### src/rtl/mips_dmem_io_if.sv
// mips_dmem_io_if: core data-port pins plus the TX stream handshake and irq.
interface mips_dmem_io_if;
  logic        memwrite;
  logic [31:0] addr;
  logic [31:0] writedata;
  logic [31:0] readdata;
  logic        out_valid;
  logic [31:0] out_data;
  logic        out_ready;
  logic        irq;
  modport slave (input memwrite, addr, writedata, out_ready, output readdata, out_valid, out_data, irq);
  modport master (output memwrite, addr, writedata, out_ready, input readdata, out_valid, out_data, irq);
endinterface

### src/rtl/mips_dmem_io.sv
// mips_dmem_io: data RAM plus I/O page (cycle counter, compare timer, TX FIFO).
module mips_dmem_io #(
  parameter int RAM_AW = 6,
  parameter int DEPTH  = 4
) (
  input  logic           clk,
  input  logic           reset,
  mips_dmem_io_if.slave  bus
);
  localparam int PW = $clog2(DEPTH);
  localparam int OW = PW + 1;
  logic [31:0]       mem [2**RAM_AW];
  logic [31:0]       count_q, count_d, cmp_q, cmp_d;
  logic              tflag_q, tflag_d, ovf_q, ovf_d;
  logic [PW-1:0]     wp_q, wp_d, rp_q, rp_d;
  logic [OW-1:0]     occ_q, occ_d;
  logic [31:0]       buf_q [DEPTH];
  logic [31:0]       buf_d [DEPTH];
  logic              is_ram, is_io, wr_io, push, pop, push_ok, clr, unused;
  logic [1:0]        off;
  logic [RAM_AW-1:0] idx;
  logic [31:0]       status, io_rd;
  assign is_ram  = !bus.addr[31];
  assign is_io   = bus.addr[31:4] == 28'hFFFF000;
  assign off     = bus.addr[3:2];
  assign idx     = bus.addr[RAM_AW+1:2];
  assign wr_io   = bus.memwrite && is_io;
  assign clr     = wr_io && off == 2'd2;
  assign push    = wr_io && off == 2'd3;
  assign pop     = bus.out_valid && bus.out_ready;
  // A full FIFO still takes a push when the head leaves in the same cycle.
  assign push_ok = push && (occ_q < OW'(DEPTH) || pop);
  assign unused  = &{1'b0, bus.addr[1:0]};
  assign status  = {24'd0, 4'(occ_q), ovf_q, occ_q == '0, occ_q == OW'(DEPTH), tflag_q};
  assign io_rd   = off == 2'd0 ? count_q : off == 2'd1 ? cmp_q : off == 2'd2 ? status : '0;
  assign bus.readdata  = is_ram ? mem[idx] : is_io ? io_rd : '0;
  assign bus.out_valid = occ_q != '0;
  assign bus.out_data  = buf_q[rp_q];
  assign bus.irq       = tflag_q;
  always_comb begin
    count_d = (wr_io && off == 2'd0) ? bus.writedata : count_q + 32'd1;
    cmp_d   = (wr_io && off == 2'd1) ? bus.writedata : cmp_q;
    tflag_d = (count_q == cmp_q) || (tflag_q && !(clr && bus.writedata[0]));
    ovf_d   = (push && !push_ok) || (ovf_q && !(clr && bus.writedata[3]));
    wp_d    = wp_q + PW'(push_ok);
    rp_d    = rp_q + PW'(pop);
    occ_d   = occ_q + OW'(push_ok) - OW'(pop);
    for (int i = 0; i < DEPTH; i++) buf_d[i] = (push_ok && wp_q == PW'(i)) ? bus.writedata : buf_q[i];
  end
  always_ff @(posedge clk or posedge reset) begin
    if (reset) begin
      count_q <= '0;
      cmp_q   <= '1;
      tflag_q <= 1'b0;
      ovf_q   <= 1'b0;
      wp_q    <= '0;
      rp_q    <= '0;
      occ_q   <= '0;
      buf_q   <= '{default: '0};
    end else begin
      count_q <= count_d;
      cmp_q   <= cmp_d;
      tflag_q <= tflag_d;
      ovf_q   <= ovf_d;
      wp_q    <= wp_d;
      rp_q    <= rp_d;
      occ_q   <= occ_d;
      buf_q   <= buf_d;
    end
  end
  // RAM keeps its contents through reset; only the write strobe is gated.
  always_ff @(posedge clk) begin
    if (bus.memwrite && is_ram && !reset) mem[idx] <= bus.writedata;
  end
endmodule

### src/flat_wrapper.sv
// flat-port wrapper written by rule: the top's interface ports become plain ports
module mips_dmem_io_flat 
#(
  parameter int RAM_AW = 6,
  parameter int DEPTH  = 4
)
  (clk, reset, bus_memwrite, bus_addr, bus_writedata, bus_out_ready, bus_readdata, bus_out_valid, bus_out_data, bus_irq);
  mips_dmem_io_if bus_i ();
  input  logic clk;
  input  logic reset;
  input wire logic [$bits(bus_i.memwrite)-1:0] bus_memwrite;
  input wire logic [$bits(bus_i.addr)-1:0] bus_addr;
  input wire logic [$bits(bus_i.writedata)-1:0] bus_writedata;
  input wire logic [$bits(bus_i.out_ready)-1:0] bus_out_ready;
  output wire logic [$bits(bus_i.readdata)-1:0] bus_readdata;
  output wire logic [$bits(bus_i.out_valid)-1:0] bus_out_valid;
  output wire logic [$bits(bus_i.out_data)-1:0] bus_out_data;
  output wire logic [$bits(bus_i.irq)-1:0] bus_irq;
  assign bus_i.memwrite = bus_memwrite;
  assign bus_i.addr = bus_addr;
  assign bus_i.writedata = bus_writedata;
  assign bus_i.out_ready = bus_out_ready;
  assign bus_readdata = bus_i.readdata;
  assign bus_out_valid = bus_i.out_valid;
  assign bus_out_data = bus_i.out_data;
  assign bus_irq = bus_i.irq;
  mips_dmem_io #(.RAM_AW(RAM_AW), .DEPTH(DEPTH)) u_core (.clk(clk), .reset(reset), .bus(bus_i));
endmodule
### config.mk
export PLATFORM = sky130hd
export DESIGN_NAME = mips_dmem_io_flat
export DESIGN_NICKNAME = d
export VERILOG_FILES = /design/src/rtl/mips_dmem_io_if.sv /design/src/rtl/mips_dmem_io.sv /design/src/flat_wrapper.sv
export SDC_FILE = /design/constraint.sdc
export NUM_CORES = 2
export LEC_CHECK = 0
export ABC_AREA = 1
export BUFFER_PORTS_ARGS = -buffer_cell sky130_fd_sc_hd__buf_4
export CAP_MARGIN = 20
export CORE_AREA = 3 3 615 617
export DETAILED_ROUTE_END_ITERATION = 7
export DIE_AREA = 0 0 618 620
export REMOVE_ABC_BUFFERS = 1
export SLEW_MARGIN = 20
export SYNTH_ARGS = -nofsm -noshare
export SYNTH_HDL_FRONTEND = slang
export SYNTH_SLANG_ARGS = --single-unit
### constraint.sdc
create_clock -name clk -period 14.5 [get_ports clk]
set_clock_uncertainty 0.05 [all_clocks]
set_input_delay 3.625 -clock clk [delete_from_list [all_inputs] [get_ports clk]]
set_output_delay 3.625 -clock clk [all_outputs]
set_load 0.02 [all_outputs]
==> key figures <==
Power
  • Logic pwr share: 9.2%
  • Max VDD drop: 119 uV
  • Clock power share: 40.2%
  • Power after layout: 14.0 mW
  • Power Internal: 10.6 mW
  • P_leak: 40.3 nW
  • Sequential power share: 50.6%
  • Switch Pwr: 3.44 mW
  • Power Density: 131 nW/um2
  • Switching fraction of total power: 24.5%

Clock tree
  • Clock buffer depth: 3
  • # clock sinks: 2249
  • CTS Buf Count: 219
  • CTS tree: built
  • Postcts setup bufs: 0
  • Clock slew at reported path FFs: 60 ps
  • Clk root buf: clkbuf_16
  • Clk_lat worst skew: 870 ps
  • H-tree depth: 4
  • Post-cts sizing count: 0
  • Cts hold-fix bufs: 0

Setup path
  • Most used cell, CP: nand2_1
  • Crit-path slowest cell: buf_4
  • CP top delay family: buffers and inverters
  • Crit-path max FO: 68
  • Crit path largest cell delay: 610 ps
  • Worst Path Buf+Inv: 6
  • CP Launch Point: bus_addr[3]
  • CP required: 10820 ps
  • Nature of the critical path startpoint: input pin
  • Worst path arrival time: 7540 ps
  • Worst-path cell chain: buf_8 -> inv_8 -> nor2_4 -> buf_4 -> buf_4 -> nand2_1 -> nand3_1 -> nand3_1 -> nand2_1 -> nand2_1 -> nand2_1 -> inv_1 -> nand2_1 -> nand2_1 -> nand2_1 -> buf_4
  • CP endpoint kind: primary output
  • FF-to-FF Start: u_core.occ_q[1]
  • WS Path Type: input pin to primary output

Synth
  • Yosys warns: 0
  • Synth top area cells: edfxtp_1 66%, nand2_1 16%, dfrtp_1 4.5%, nand3_1 3.8%, nand4_1 1.5%
  • Post-synth top area cell: edfxtp_1
  • Synth Area per Inst: 10.8 um2
  • Top cell type's share of synthesized area: 66.1%
  • Post-synthesis sequential area ratio: 71.5%
  • Yosys reg bits: 2249
  • Distinct cell type count after synthesis: 37
  • Synthesized area: 93100 um2
  • Cells after Synth: 8595

Detailed routing
  • Number of DRC markers in iteration 0: 6871
  • Routed via count: 63595
  • Final WL: 296000 um
  • Initial DRT Pass Iterations: 6
  • DR DRC count: 0
  • Routed Antenna Nets: 0
  • Drt wl/cell: 21.4 um
  • Vias per cell: 4.61

STA
  • Fin. max-slew vios: 0
  • Min cycle time layout: 11220 ps
  • Final setup vio count: 0
  • Highest Clock Rate: 0.0891 GHz
  • Hold Fails Final Rpt: 0
  • Max-slew headroom: 19.0%
  • Least-Margin Pin Slew: 1220 ps
  • Setup WS post-layout: 3280 ps
  • RSZ-0062 raised after global routing: no
  • Crit share post-route: 77.4%

Run
  • Max Cap Viol: 0

GRT
  • All-Layer GR Usage: 14.9%
  • Global-route wire length before repair: 421000 um
  • GR Overflow Total: 0
  • Vias in the first global route: 58122
  • Antenna violations before repair: 20
  • Pin count of the biggest net entering global routing: 152

Cells and area
  • Final nets: 8702
  • Share of post-route cells with drive strength above 1: 8.18%
  • Area growth, synth to finish: 15.2%
  • Finished Layout Cells: 13790
  • Fill count: 37893

Place
  • Post-Place Setup Slack: 3320 ps
  • Total placed cells including tap cells: 13378
  • Detail Placement HPWL: 157000 um
  • GPL Wtd Cong: 0.893
  • Port bufs: 131

Worst hold path
  • HP Start: u_core.buf_q[93]
  • Hold Path Class: flop to flop

Floorplanning
  • Initial Util: 25.0%
  • Vert. Die Dim: 620 um
  • Die Width: 618 um
  • Die area: 383000 um2
  • Core area: 372000 um2
  • Row count: 224
  • I/O Pins: 134

Run status
  • Status: finished clean
==> metrics by stage <==
stage	area (um2)	TNS (ps)	hold slack [ps]	util, %
final	107000	0	413	28.8
after global routing	107000	0	427	28.8
after CTS	107000	0	418	28.8
after detailed placement	100000	0	403	26.9
after global placement	100000	0	398	26.9
after floorplan	91000	-1573590	387	-
==> worst reg2reg max path: cells and delay by family, from the launching register on <==
| family | cells | cell delay [ps] |
|---|---|---|
| simple gates | 1 | 100 |
| xor+xnor | 2 | 340 |
| buf+inv | 1 | 40 |
| compound gates | 1 | 870 |
| flops | 1 | 390 |
| fa+ha+maj | 3 | 850 |
==> cell usage after synthesis (all sizes together) <==
cell and instances:
nand2 4086, edfxtp 2048, nand3 708, buf 277
nor2 236, nand4 226, clkbuf 201, inv 196
dfrtp 169, o21ai 159, a21oi 107, xor2 46
o22ai 43, dfstp 32, nor3 19, nand3b 9
nor4 6, ha 5, xnor2 5, clkinv 4
o221ai 4, a22oi 3, a21boi 1, a22o 1
fa 1, nor3b 1, o211ai 1, or2 1
==> final timing paths <==
kind                               endpoint  slack [ps]  depth (start not counted)
max reg2reg                 u_core.occ_q[2]       11780                          8
min                        u_core.buf_q[93]         410                          2
max                        bus_readdata[14]        3280                         16
max in group asynchronous    u_core.rp_q[0]        9820                          3
min in group asynchronous      u_core.ovf_q        2820                          2
min reg2reg                u_core.buf_q[93]         410                          2
==> cell type report <==
cell class                 count  area (um2)  share of cell area [%]
inverter                     200         786                   0.732
clock inverter               123        1120                    1.04
antenna                        5        12.5                  0.0117
timing repair buffer         290        2470                    2.31
sequential                  2249       66600                    62.0
multi-input combinational   5668       24200                    22.5
clock buffer                 283        5950                    5.54
tap                         4972        6220                    5.80
==> power groups by stage <==
stage	clock network (mW)	registers, mW	logic [mW]
2_1_floorplan	0	7.26	0.608
3_3_place_gp	0	7.24	1.28
3_5_place_dp	0	7.24	1.28
4_1_cts	5.70	7.10	1.28
5_1_grt	5.96	7.10	1.37
6_report	5.65	7.10	1.29
==> state kept, by name (all words and copies together) (netlist names) <==
signal	cells
u_core.buf_q	128
u_core.bus.irq	1
u_core.cmp_q	32
u_core.count_q	32
u_core.mem	2048
u_core.occ_q	3
u_core.ovf_q	1
u_core.rp_q	2
u_core.wp_q	2
==> logic make-up after synthesis <==
family	count (synthesis)	share of synthesized area (%)
DFF	2249	71.5
AOI/OAI and AO/OA	319	1.81
buffers and inverters	678	3.10
and+or+nand+nor	5292	23.0
adders and majority gates	6	0.0887
xor gates and xnor gates	51	0.480
==> layer usage <==
metal  up-vias  routed length [um]  track usage, %  share of wire (%)
met1     31221              118000            19.5                 40
li1      29166                   -               -                  -
met5         -                  13               0             0.0044
met3       481               23300            2.10                7.9
met4         2               14400            6.71                4.9
met2      2725              140000            24.6                 47
==> placed cells by master (no fill, tap or decap), drive strengths merged, types with 3 or more instances in the layout <==
master / count
clkbuf: 283
xnor2: 5
nand3: 708
a21oi: 107
buf: 290
nand4: 226
dfstp: 32
dfrtp: 169
a22oi: 3
edfxtp: 2048
nand3b: 9
nor3: 19
nor4: 6
bufinv: 16
clkinv: 89
nand2: 4086
xor2: 46
o21ai: 159
diode: 5
nor2: 236
ha: 5
o22ai: 43
inv: 208
clkinvlp: 10
o221ai: 4
Note: power is estimated with default switching activity, not from simulation.
